===== config.mk =====
export PLATFORM = sky130hd
export DESIGN_NAME = stencil_reader
export DESIGN_NICKNAME = d
export VERILOG_FILES = /design/src/rtl/stencil_reader.sv
export SDC_FILE = /design/constraint.sdc
export NUM_CORES = 1
export LEC_CHECK = 0
export BUFFER_PORTS_ARGS = -buffer_cell sky130_fd_sc_hd__buf_4
export CAP_MARGIN = 5
export CORE_ASPECT_RATIO = 0.5
export CORE_MARGIN = 5
export CORE_UTILIZATION = 40
export DETAILED_ROUTE_END_ITERATION = 10
export GPL_ROUTABILITY_DRIVEN = 0
export PLACE_DENSITY = 0.77
export SLEW_MARGIN = 30
export SYNTH_ARGS = -nofsm -noshare
export SYNTH_HDL_FRONTEND = slang
export SYNTH_SLANG_ARGS = --single-unit

===== constraint.sdc =====
create_clock -name clock -period 1.9 [get_ports clock]
set_input_delay 0.19 -clock clock [delete_from_list [all_inputs] [get_ports clock]]
set_output_delay 0.19 -clock clock [all_outputs]
set_load 0.005 [all_outputs]

===== src/rtl/stencil_reader.sv =====
// stencil_reader: raster-scans a stencil buffer and streams its pixels over a valid/ready port
// Ports: clock, reset (sync, active high); start requests one frame, continuous repeats frames;
// rd_address/rd_data form the buffer's combinational read port; pix_data/pix_x/pix_y/pix_sof/
// pix_eol/pix_eof are the registered beat qualified by pix_valid and accepted by pix_ready;
// busy is high outside IDLE; done pulses for one cycle per completed frame.
module stencil_reader #(
    parameter int DATA_WIDTH = 12,
    parameter int X_WIDTH    = 5,
    parameter int Y_WIDTH    = 6,
    parameter int ADDR_WIDTH = X_WIDTH + Y_WIDTH
) (
    input  logic                  clock,
    input  logic                  reset,
    input  logic                  start,
    input  logic                  continuous,
    output logic [ADDR_WIDTH-1:0] rd_address,
    input  logic [DATA_WIDTH-1:0] rd_data,
    output logic [DATA_WIDTH-1:0] pix_data,
    output logic [X_WIDTH-1:0]    pix_x,
    output logic [Y_WIDTH-1:0]    pix_y,
    output logic                  pix_sof,
    output logic                  pix_eol,
    output logic                  pix_eof,
    output logic                  pix_valid,
    input  logic                  pix_ready,
    output logic                  busy,
    output logic                  done
);
    typedef enum logic [1:0] {IDLE, SCAN, DRAIN} state_t;
    state_t state, state_next;
    logic first, load, last, finish;
    always_comb begin
        load = state == SCAN && !first && (!pix_valid || pix_ready);
        last = &rd_address;
        finish = state == DRAIN && pix_ready;
        state_next = state == IDLE ? (start ? SCAN : IDLE)
                   : state == SCAN ? (load && last ? DRAIN : SCAN)
                   : finish ? (continuous ? SCAN : IDLE) : DRAIN;
    end
    always_ff @(posedge clock) begin
        if (reset)
            state <= IDLE;
        else
            state <= state_next;
    end
    assign busy = state != IDLE;
    // The first SCAN cycle after a start only presents address 0, so the first
    // pixel lands two edges after start; frames chained from DRAIN skip it.
    always_ff @(posedge clock) begin
        if (reset) begin
            first      <= 1'b0;
            rd_address <= '0;
            pix_data   <= '0;
            pix_x      <= '0;
            pix_y      <= '0;
            pix_sof    <= 1'b0;
            pix_eol    <= 1'b0;
            pix_eof    <= 1'b0;
            pix_valid  <= 1'b0;
            done       <= 1'b0;
        end else begin
            first <= state == IDLE && start;
            done  <= finish;
            if (state == IDLE)
                rd_address <= '0;
            if (load) begin
                pix_data   <= rd_data;
                pix_x      <= rd_address[X_WIDTH-1:0];
                pix_y      <= Y_WIDTH'(rd_address >> X_WIDTH);
                pix_sof    <= rd_address == '0;
                pix_eol    <= &rd_address[X_WIDTH-1:0];
                pix_eof    <= last;
                pix_valid  <= 1'b1;
                rd_address <= rd_address + ADDR_WIDTH'(1);
            end else if (finish) begin
                pix_valid <= 1'b0;
            end
        end
    end
endmodule


==> results of run 1 <==
==> logic make-up (layout without fill, tap and decap cells) <==
logic type      after synthesis  after routing  share of synthesized area (%)
compound gates               49             49                           16.0
fa+ha+maj                     3              3                           2.14
buf+inv                      23             80                           5.70
flops                        42             42                           47.9
mux                           1              1                          0.570
simple gates                104            104                           27.7
==> layout by cell type, fill, tap and decap left out, types with 2 or more instances in the layout <==
cell / synthesis / layout
nor3_1: 3 / 2
nand3_1: 11 / 11
or4_1: 3 / 3
ha_1: 3 / 3
and3_1: 4 / 4
or3_1: 3 / 3
inv_1: 7 / 7
nor2_1: 7 / 7
buf_4: 0 / 63
nand2_1: 58 / 58
a21oi_1: 35 / 35
o311ai_1: 2 / 2
o21ai_0: 4 / 4
clkbuf_8: 0 / 6
dfxtp_1: 42 / 42
nand4_1: 5 / 5
nor4_1: 2 / 2
nand2b_1: 2 / 2
nor4b_1: 3 / 3
==> flip-flops by register name (all words and copies together) (netlist names), 2 cells and up <==
register and cells:
pix_y 6, pix_x 5, rd_address 11, pix_data 12, state 2
==> area by class of cell <==
class	count	area (µm²)
Fill cell	401	1970
Sequential cell	42	841
Multi-Input combinational cell	157	822
Timing Repair Buffer	64	493
Clock buffer	7	86.3
Tap cell	57	71.3
Inverter	8	30.0
Clock inverter	1	5.00
==> worst paths after layout <==
path / to / from / slack [ns] / depth (start not counted)
worst min-delay path: first / start / 0.14 / 2
worst min register to register: pix_y[0] / pix_y[0] / 0.46 / 2
worst max register to register: rd_address[9] / pix_valid / 0.17 / 5
worst max-delay path: rd_address[9] / pix_valid / 0.17 / 5
==> metal layers <==
layer	vias to the layer above	global-route usage [%]	wire (µm)
li1	876	-	-
met4	0	5.72	66
met3	6	5.17	173
met5	-	0	0
met1	844	20.0	2110
met2	45	27.4	2470
==> power by group through the flow <==
stage          sequential [mW]  clock (mW)  combinational (mW)
2_1_floorplan            0.938           0              0.0951
3_3_place_gp             0.940           0               0.182
3_5_place_dp             0.941           0               0.187
4_1_cts                  0.920       0.606               0.188
5_1_grt                  0.924       0.649               0.207
6_report                 0.921       0.587               0.188
==> what timing repair did <==
item	in CTS	in global routing
buffers inserted	0	0
resized for setup	0	1
setup endpoints to repair	0	7
endpoints found under the hold margin	0	0
==> critical path, delay by kind of cell (launching register included) <==
family                 cells  cell delay, ns
buffers and inverters      1            0.25
DFF                        1            0.34
AOI/OAI and AO/OA          2            0.42
and+or+nand+nor            2            0.61
==> impl_metrics.prom, run 1 <==
# TYPE chip_impl_metric gauge
chip_impl_metric{name="synth.yosys.seq_area_share",unit="%"} 47.9
chip_impl_metric{name="seq_power_share",unit="%"} 54.3
chip_impl_metric{name="detailed_place_hpwl",unit="µm"} 3370
chip_impl_metric{name="postRouteAntennaNets",unit=""} 0
chip_impl_metric{name="cts.reportedPaths.clkPinSlew",unit="ns"} 0.08
chip_impl_metric{name="area_growth_syn_to_layout",unit="%"} 33.8
chip_impl_metric{name="worstPathArrival",unit="ns"} 1.90
chip_impl_metric{name="critical_path.max_fanout",unit=""} 28
chip_impl_metric{name="post_synth_inst_count",unit=""} 222
chip_impl_metric{name="cts_buffer_depth",unit=""} 2
chip_impl_metric{name="synth.cell_area",unit="mm²"} 0.00176
chip_impl_metric{name="cts_buffers",unit=""} 5
chip_impl_metric{name="num_vias",unit=""} 1771
chip_impl_metric{name="placed_area",unit="mm²"} 0.00225
chip_impl_metric{name="synth_seq_cells",unit=""} 42
chip_impl_metric{name="postSynthAreaPerCell",unit="µm²"} 7.91
chip_impl_metric{name="mappedNetlistNets",unit=""} 242
chip_impl_metric{name="tightestPinTransition",unit="ns"} 0.340
chip_impl_metric{name="drt-initial-drc-count",unit=""} 107
chip_impl_metric{name="leakage",unit="nW"} 0.966
chip_impl_info{name="post-synth-top-count-cell",value="nand2_1"} 1
chip_impl_metric{name="peakVddDrop",unit="V"} 0.000385
chip_impl_metric{name="fin_worst_setup_slack",unit="ns"} 0.171
chip_impl_metric{name="n_antenna_cell",unit=""} 0
chip_impl_metric{name="power_frac_clock",unit="%"} 34.6
chip_impl_info{name="critical_path.endpoint_type",value="register"} 1
chip_impl_metric{name="drv.max_cap_violation_count",unit=""} 0
chip_impl_metric{name="die-area",unit="mm²"} 0.00589
chip_impl_info{name="worstPathCellList",value="nor2b_2, or3_1, buf_4, o311ai_1, a21oi_1"} 1
chip_impl_metric{name="fin_nets",unit=""} 298
chip_impl_metric{name="finalWorstPathRequiredPeriod",unit="ns"} 1.73
chip_impl_metric{name="fin_setup_tns",unit="ns"} 0
chip_impl_metric{name="critical-path-max-stage-delay",unit="ns"} 0.40
chip_impl_metric{name="htreeDepth",unit=""} 2
chip_impl_metric{name="post_synth_edffs",unit=""} 0
chip_impl_metric{name="switching_power",unit="µW"} 414
chip_impl_metric{name="synthesis.yosys.warnings",unit=""} 0
chip_impl_metric{name="crit_required",unit="ns"} 2.07
chip_impl_metric{name="grt_start_max_net_pins",unit=""} 32
chip_impl_info{name="synth_top_area_cell",value="dfxtp_1"} 1
chip_impl_metric{name="cts.sinks",unit=""} 42
chip_impl_metric{name="setup-violations-final",unit=""} 0
chip_impl_info{name="kind_of_start_point_of_the_critical_path",value="register"} 1
chip_impl_metric{name="power.share.switching",unit="%"} 24.4
chip_impl_metric{name="placement.io_buffers",unit=""} 56
chip_impl_metric{name="placeableCoreArea",unit="mm²"} 0.00432
chip_impl_metric{name="chipWidth",unit="µm"} 104
chip_impl_metric{name="maxClockFrequency",unit="MHz"} 578
chip_impl_metric{name="timing_hold_violations_final",unit=""} 0
chip_impl_metric{name="power.density_cell_area",unit="mW/mm²"} 722
chip_impl_metric{name="grt_use_total",unit="%"} 16.4
chip_impl_metric{name="cts_hold_buf",unit=""} 0
chip_impl_metric{name="detail_route.wl_per_cell",unit="µm"} 14.4
chip_impl_metric{name="finalPower",unit="mW"} 1.70
chip_impl_info{name="worst_hold_path_type",value="input pin to register"} 1
chip_impl_metric{name="antenna_found_initial",unit=""} 0
chip_impl_info{name="crit_slowest_cell",value="or3_1"} 1
chip_impl_metric{name="max_slew_violation_count",unit=""} 0
chip_impl_metric{name="worst_skew_pair.late_latency",unit="ns"} 0.29
chip_impl_info{name="synth.area.top_cells",value="dfxtp_1, nand2_1, a21oi_1, nand3_1, ha_1"} 1
chip_impl_metric{name="post_synth_cell_types",unit=""} 34
chip_impl_metric{name="stdcell_count",unit=""} 336
chip_impl_metric{name="comb_power_share",unit="%"} 11.1
chip_impl_metric{name="die_height",unit="µm"} 56.8
chip_impl_metric{name="globalRoute.totalOverflow",unit=""} 0
chip_impl_metric{name="post_synth_arst_share",unit="%"} 0
chip_impl_metric{name="timing.clock.skew",unit="ns"} 0.00358
chip_impl_metric{name="fraction_of_post_synthesis_cell_area_in_the_top_cell_type_by_area",unit="%"} 47.9
chip_impl_info{name="outcome",value="finished, final reports clean"} 1
chip_impl_metric{name="design_area",unit="mm²"} 0.00235
chip_impl_metric{name="grt_first_pass_wirelength",unit="µm"} 8010
chip_impl_metric{name="floorplan.io_pins",unit=""} 57
chip_impl_info{name="tritoncts",value="done"} 1
chip_impl_metric{name="internal_power",unit="mW"} 1.28
chip_impl_metric{name="floorplan.initialDensity",unit="%"} 40.7
chip_impl_metric{name="slew_headroom",unit="%"} 77.1
chip_impl_metric{name="period_utilization",unit="%"} 91.0
chip_impl_info{name="setup.worst_path.class",value="register to register"} 1
chip_impl_info{name="dominantRegCellSynth",value="dfxtp_1"} 1
chip_impl_metric{name="post-route-util",unit="%"} 54.4
chip_impl_metric{name="post_route_cells_drive_above_1_share",unit="%"} 26.5
chip_impl_info{name="cts-root-buf",value="clkbuf_8"} 1
chip_impl_metric{name="finalWirelength",unit="µm"} 4820
chip_impl_metric{name="finalHoldWorstSlack",unit="ns"} 0.137
chip_impl_metric{name="placedCellCount",unit=""} 328
chip_impl_info{name="synth_commonest_cells",value="nand2_1, dfxtp_1, a21oi_1"} 1
chip_impl_metric{name="fp-row-count",unit=""} 17
chip_impl_metric{name="drt_pass1_iterations",unit=""} 4
chip_impl_metric{name="drc",unit=""} 0
chip_impl_metric{name="place_ws",unit="ns"} 0.175
chip_impl_metric{name="via_count_of_the_first_global_routing_pass",unit=""} 1722
chip_impl_info{name="grt_setup_unrepaired",value="no"} 1
chip_impl_metric{name="detail_route.vias_per_cell",unit=""} 5.27
No activity file was read; power rests on OpenSTA's default activity.
==> run 2, diff against run 1 <==
--- a/config.mk
+++ b/config.mk
@@ -7,7 +7,7 @@
 export LEC_CHECK = 0
 export BUFFER_PORTS_ARGS = -buffer_cell sky130_fd_sc_hd__buf_4
 export CAP_MARGIN = 5
-export CORE_ASPECT_RATIO = 0.5
+export CORE_ASPECT_RATIO = 1.5
 export CORE_MARGIN = 5
 export CORE_UTILIZATION = 40
 export DETAILED_ROUTE_END_ITERATION = 10
==> impl_metrics.prom, run 2 (synthesis gave the netlist of run 1 again) <==
# TYPE chip_impl_metric gauge
chip_impl_metric{name="detail_route.wl_per_cell",unit="µm"} 13.8
chip_impl_metric{name="chipWidth",unit="µm"} 64.1
chip_impl_metric{name="crit_required",unit="ns"} 2.12
chip_impl_info{name="worstPathCellList",value="nand4_1, or4_1, or3_1, a31oi_1"} 1
chip_impl_metric{name="r2r_cells",unit=""} 4
chip_impl_info{name="setup.worst_path.class",value="register to register"} 1
chip_impl_metric{name="fin_setup_tns",unit="ns"} 0
chip_impl_metric{name="placeableCoreArea",unit="mm²"} 0.00425
chip_impl_metric{name="finalPower",unit="mW"} 1.66
chip_impl_metric{name="drt-initial-drc-count",unit=""} 77
chip_impl_metric{name="tightestPinTransition",unit="ns"} 0.359
chip_impl_metric{name="cts_setup_buffers",unit=""} 0
chip_impl_metric{name="maxClockFrequency",unit="MHz"} 585
chip_impl_metric{name="fillCellCount",unit=""} 415
chip_impl_metric{name="via_count_of_the_first_global_routing_pass",unit=""} 1723
chip_impl_metric{name="peakVddDrop",unit="V"} 0.000642
chip_impl_metric{name="drv.max_cap_violation_count",unit=""} 0
chip_impl_info{name="critical_path.endpoint_type",value="register"} 1
chip_impl_metric{name="grt_start_max_net_pins",unit=""} 32
chip_impl_metric{name="cts_buffers",unit=""} 5
chip_impl_metric{name="antenna_found_initial",unit=""} 0
chip_impl_metric{name="design_area",unit="mm²"} 0.00232
chip_impl_metric{name="placed_area",unit="mm²"} 0.00224
chip_impl_metric{name="die-area",unit="mm²"} 0.00584
chip_impl_metric{name="cts_resized",unit=""} 0
chip_impl_metric{name="critical-path-max-stage-delay",unit="ns"} 0.48
chip_impl_metric{name="grt_first_pass_wirelength",unit="µm"} 7760
chip_impl_metric{name="setup-violations-final",unit=""} 0
chip_impl_metric{name="worstPathArrival",unit="ns"} 1.93
chip_impl_metric{name="post-route-util",unit="%"} 54.7
chip_impl_metric{name="fin_nets",unit=""} 299
chip_impl_metric{name="timing.clock.skew",unit="ns"} 0.00895
chip_impl_metric{name="cts.reportedPaths.clkPinSlew",unit="ns"} 0.08
chip_impl_metric{name="critical_path.max_fanout",unit=""} 8
chip_impl_metric{name="drc",unit=""} 0
chip_impl_metric{name="period_utilization",unit="%"} 90.0
chip_impl_metric{name="floorplan.initialDensity",unit="%"} 41.3
chip_impl_metric{name="htreeDepth",unit=""} 2
chip_impl_info{name="leading_cell_type_in_the_layout_fill_and_taps_excluded",value="buf_4"} 1
chip_impl_info{name="grt_setup_unrepaired",value="no"} 1
chip_impl_metric{name="die_height",unit="µm"} 91.1
chip_impl_info{name="largest-register",value="pix_data"} 1
chip_impl_metric{name="area_growth_syn_to_layout",unit="%"} 32.3
chip_impl_info{name="worst_hold_path_type",value="input pin to register"} 1
chip_impl_metric{name="worst_skew_pair.late_latency",unit="ns"} 0.29
chip_impl_metric{name="cts_hold_buf",unit=""} 0
chip_impl_metric{name="globalRoute.totalOverflow",unit=""} 0
chip_impl_metric{name="postRouteAntennaNets",unit=""} 0
chip_impl_metric{name="cts_buffer_depth",unit=""} 2
chip_impl_info{name="final_cell_mix",value="buf_4, nand2_1, dfxtp_1"} 1
chip_impl_info{name="cts-root-buf",value="clkbuf_8"} 1
chip_impl_metric{name="n_antenna_cell",unit=""} 0
chip_impl_metric{name="num_vias",unit=""} 1786
chip_impl_metric{name="timing_hold_violations_final",unit=""} 0
chip_impl_metric{name="finalWirelength",unit="µm"} 4510
chip_impl_metric{name="fp-row-count",unit=""} 29
chip_impl_info{name="kind_of_start_point_of_the_critical_path",value="register"} 1
chip_impl_metric{name="placedCellCount",unit=""} 318
chip_impl_info{name="tritoncts",value="done"} 1
chip_impl_info{name="outcome",value="finished, final reports clean"} 1
chip_impl_metric{name="power.density_cell_area",unit="mW/mm²"} 714
chip_impl_metric{name="floorplan.io_pins",unit=""} 57
chip_impl_metric{name="detail_route.vias_per_cell",unit=""} 5.48
chip_impl_metric{name="placement.io_buffers",unit=""} 56
chip_impl_metric{name="grt_use_total",unit="%"} 16.1
chip_impl_metric{name="cts.sinks",unit=""} 42
chip_impl_info{name="crit_slowest_cell",value="dfxtp_1"} 1
chip_impl_metric{name="stdcell_count",unit=""} 326
chip_impl_metric{name="number_of_flip_flops_in_the_largest_register",unit=""} 12
chip_impl_metric{name="finalWorstPathRequiredPeriod",unit="ns"} 1.71
chip_impl_metric{name="hold-path-cell-count",unit=""} 3
chip_impl_metric{name="max_slew_violation_count",unit=""} 0
chip_impl_info{name="top_regs",value="pix_data x12, rd_address x11, pix_y x6"} 1
chip_impl_metric{name="drt_pass1_iterations",unit=""} 4
chip_impl_metric{name="leakage",unit="nW"} 0.966
chip_impl_metric{name="detailed_place_hpwl",unit="µm"} 3240
chip_impl_metric{name="slew_headroom",unit="%"} 75.9
chip_impl_metric{name="post_route_cells_drive_above_1_share",unit="%"} 26.4
==> run 2: layout make-up <==
type	count	area, µm²	share of cell area (%)
sequential	42	841	36.2
multi-input combinational	157	820	35.3
timing repair buffer	65	488	21.0
clock buffer	6	72.6	3.12
tap	46	57.6	2.48
inverter	8	30.0	1.29
clock inverter	2	13.8	0.593
==> run 2: path summary, 6_finish.rpt <==
kind | start | endpoint | slack, ns
worst max-delay path | rd_address[2] | rd_address[7] | 0.19
worst min-delay path | rd_data[5] | pix_data[5] | 0.14
worst max register to register | rd_address[2] | rd_address[7] | 0.19
worst min register to register | pix_y[1] | pix_y[1] | 0.46
==> run 2: critical path: cells and delay by family (launching register included) <==
family | cells | cell delay, ns
AND/OR/NAND/NOR | 3 | 1.01
flip-flops | 1 | 0.48
AO/OA/AOI/OAI | 1 | 0.15
==> run 2: report_power, final <==
part	switching (mW)	leakage [nW]	internal (mW)
Clock	0.298	0.0452	0.259
Combinational	0.101	0.580	0.0816
Sequential	0.0167	0.341	0.903
Total	0.415	0.966	1.24
==> run 2: per-stage QoR <==
stage | hold slack (ns) | setup WS (ns)
floorplan | 0.326 | 0.287
global placement | 0.436 | 0.237
detailed placement | 0.445 | 0.222
CTS | 0.132 | 0.189
global route | 0.123 | 0.0524
finish | 0.139 | 0.190
==> run 2: layer usage <==
layer  share of wire (%)  vias to the layer above  global-route usage [%]
met5                   0                        -                       0
met1                  38                      839                    18.1
li1                    -                      885                       -
met4                 2.8                        0                    7.81
met2                  52                       51                    26.8
met3                 7.2                       11                    5.43
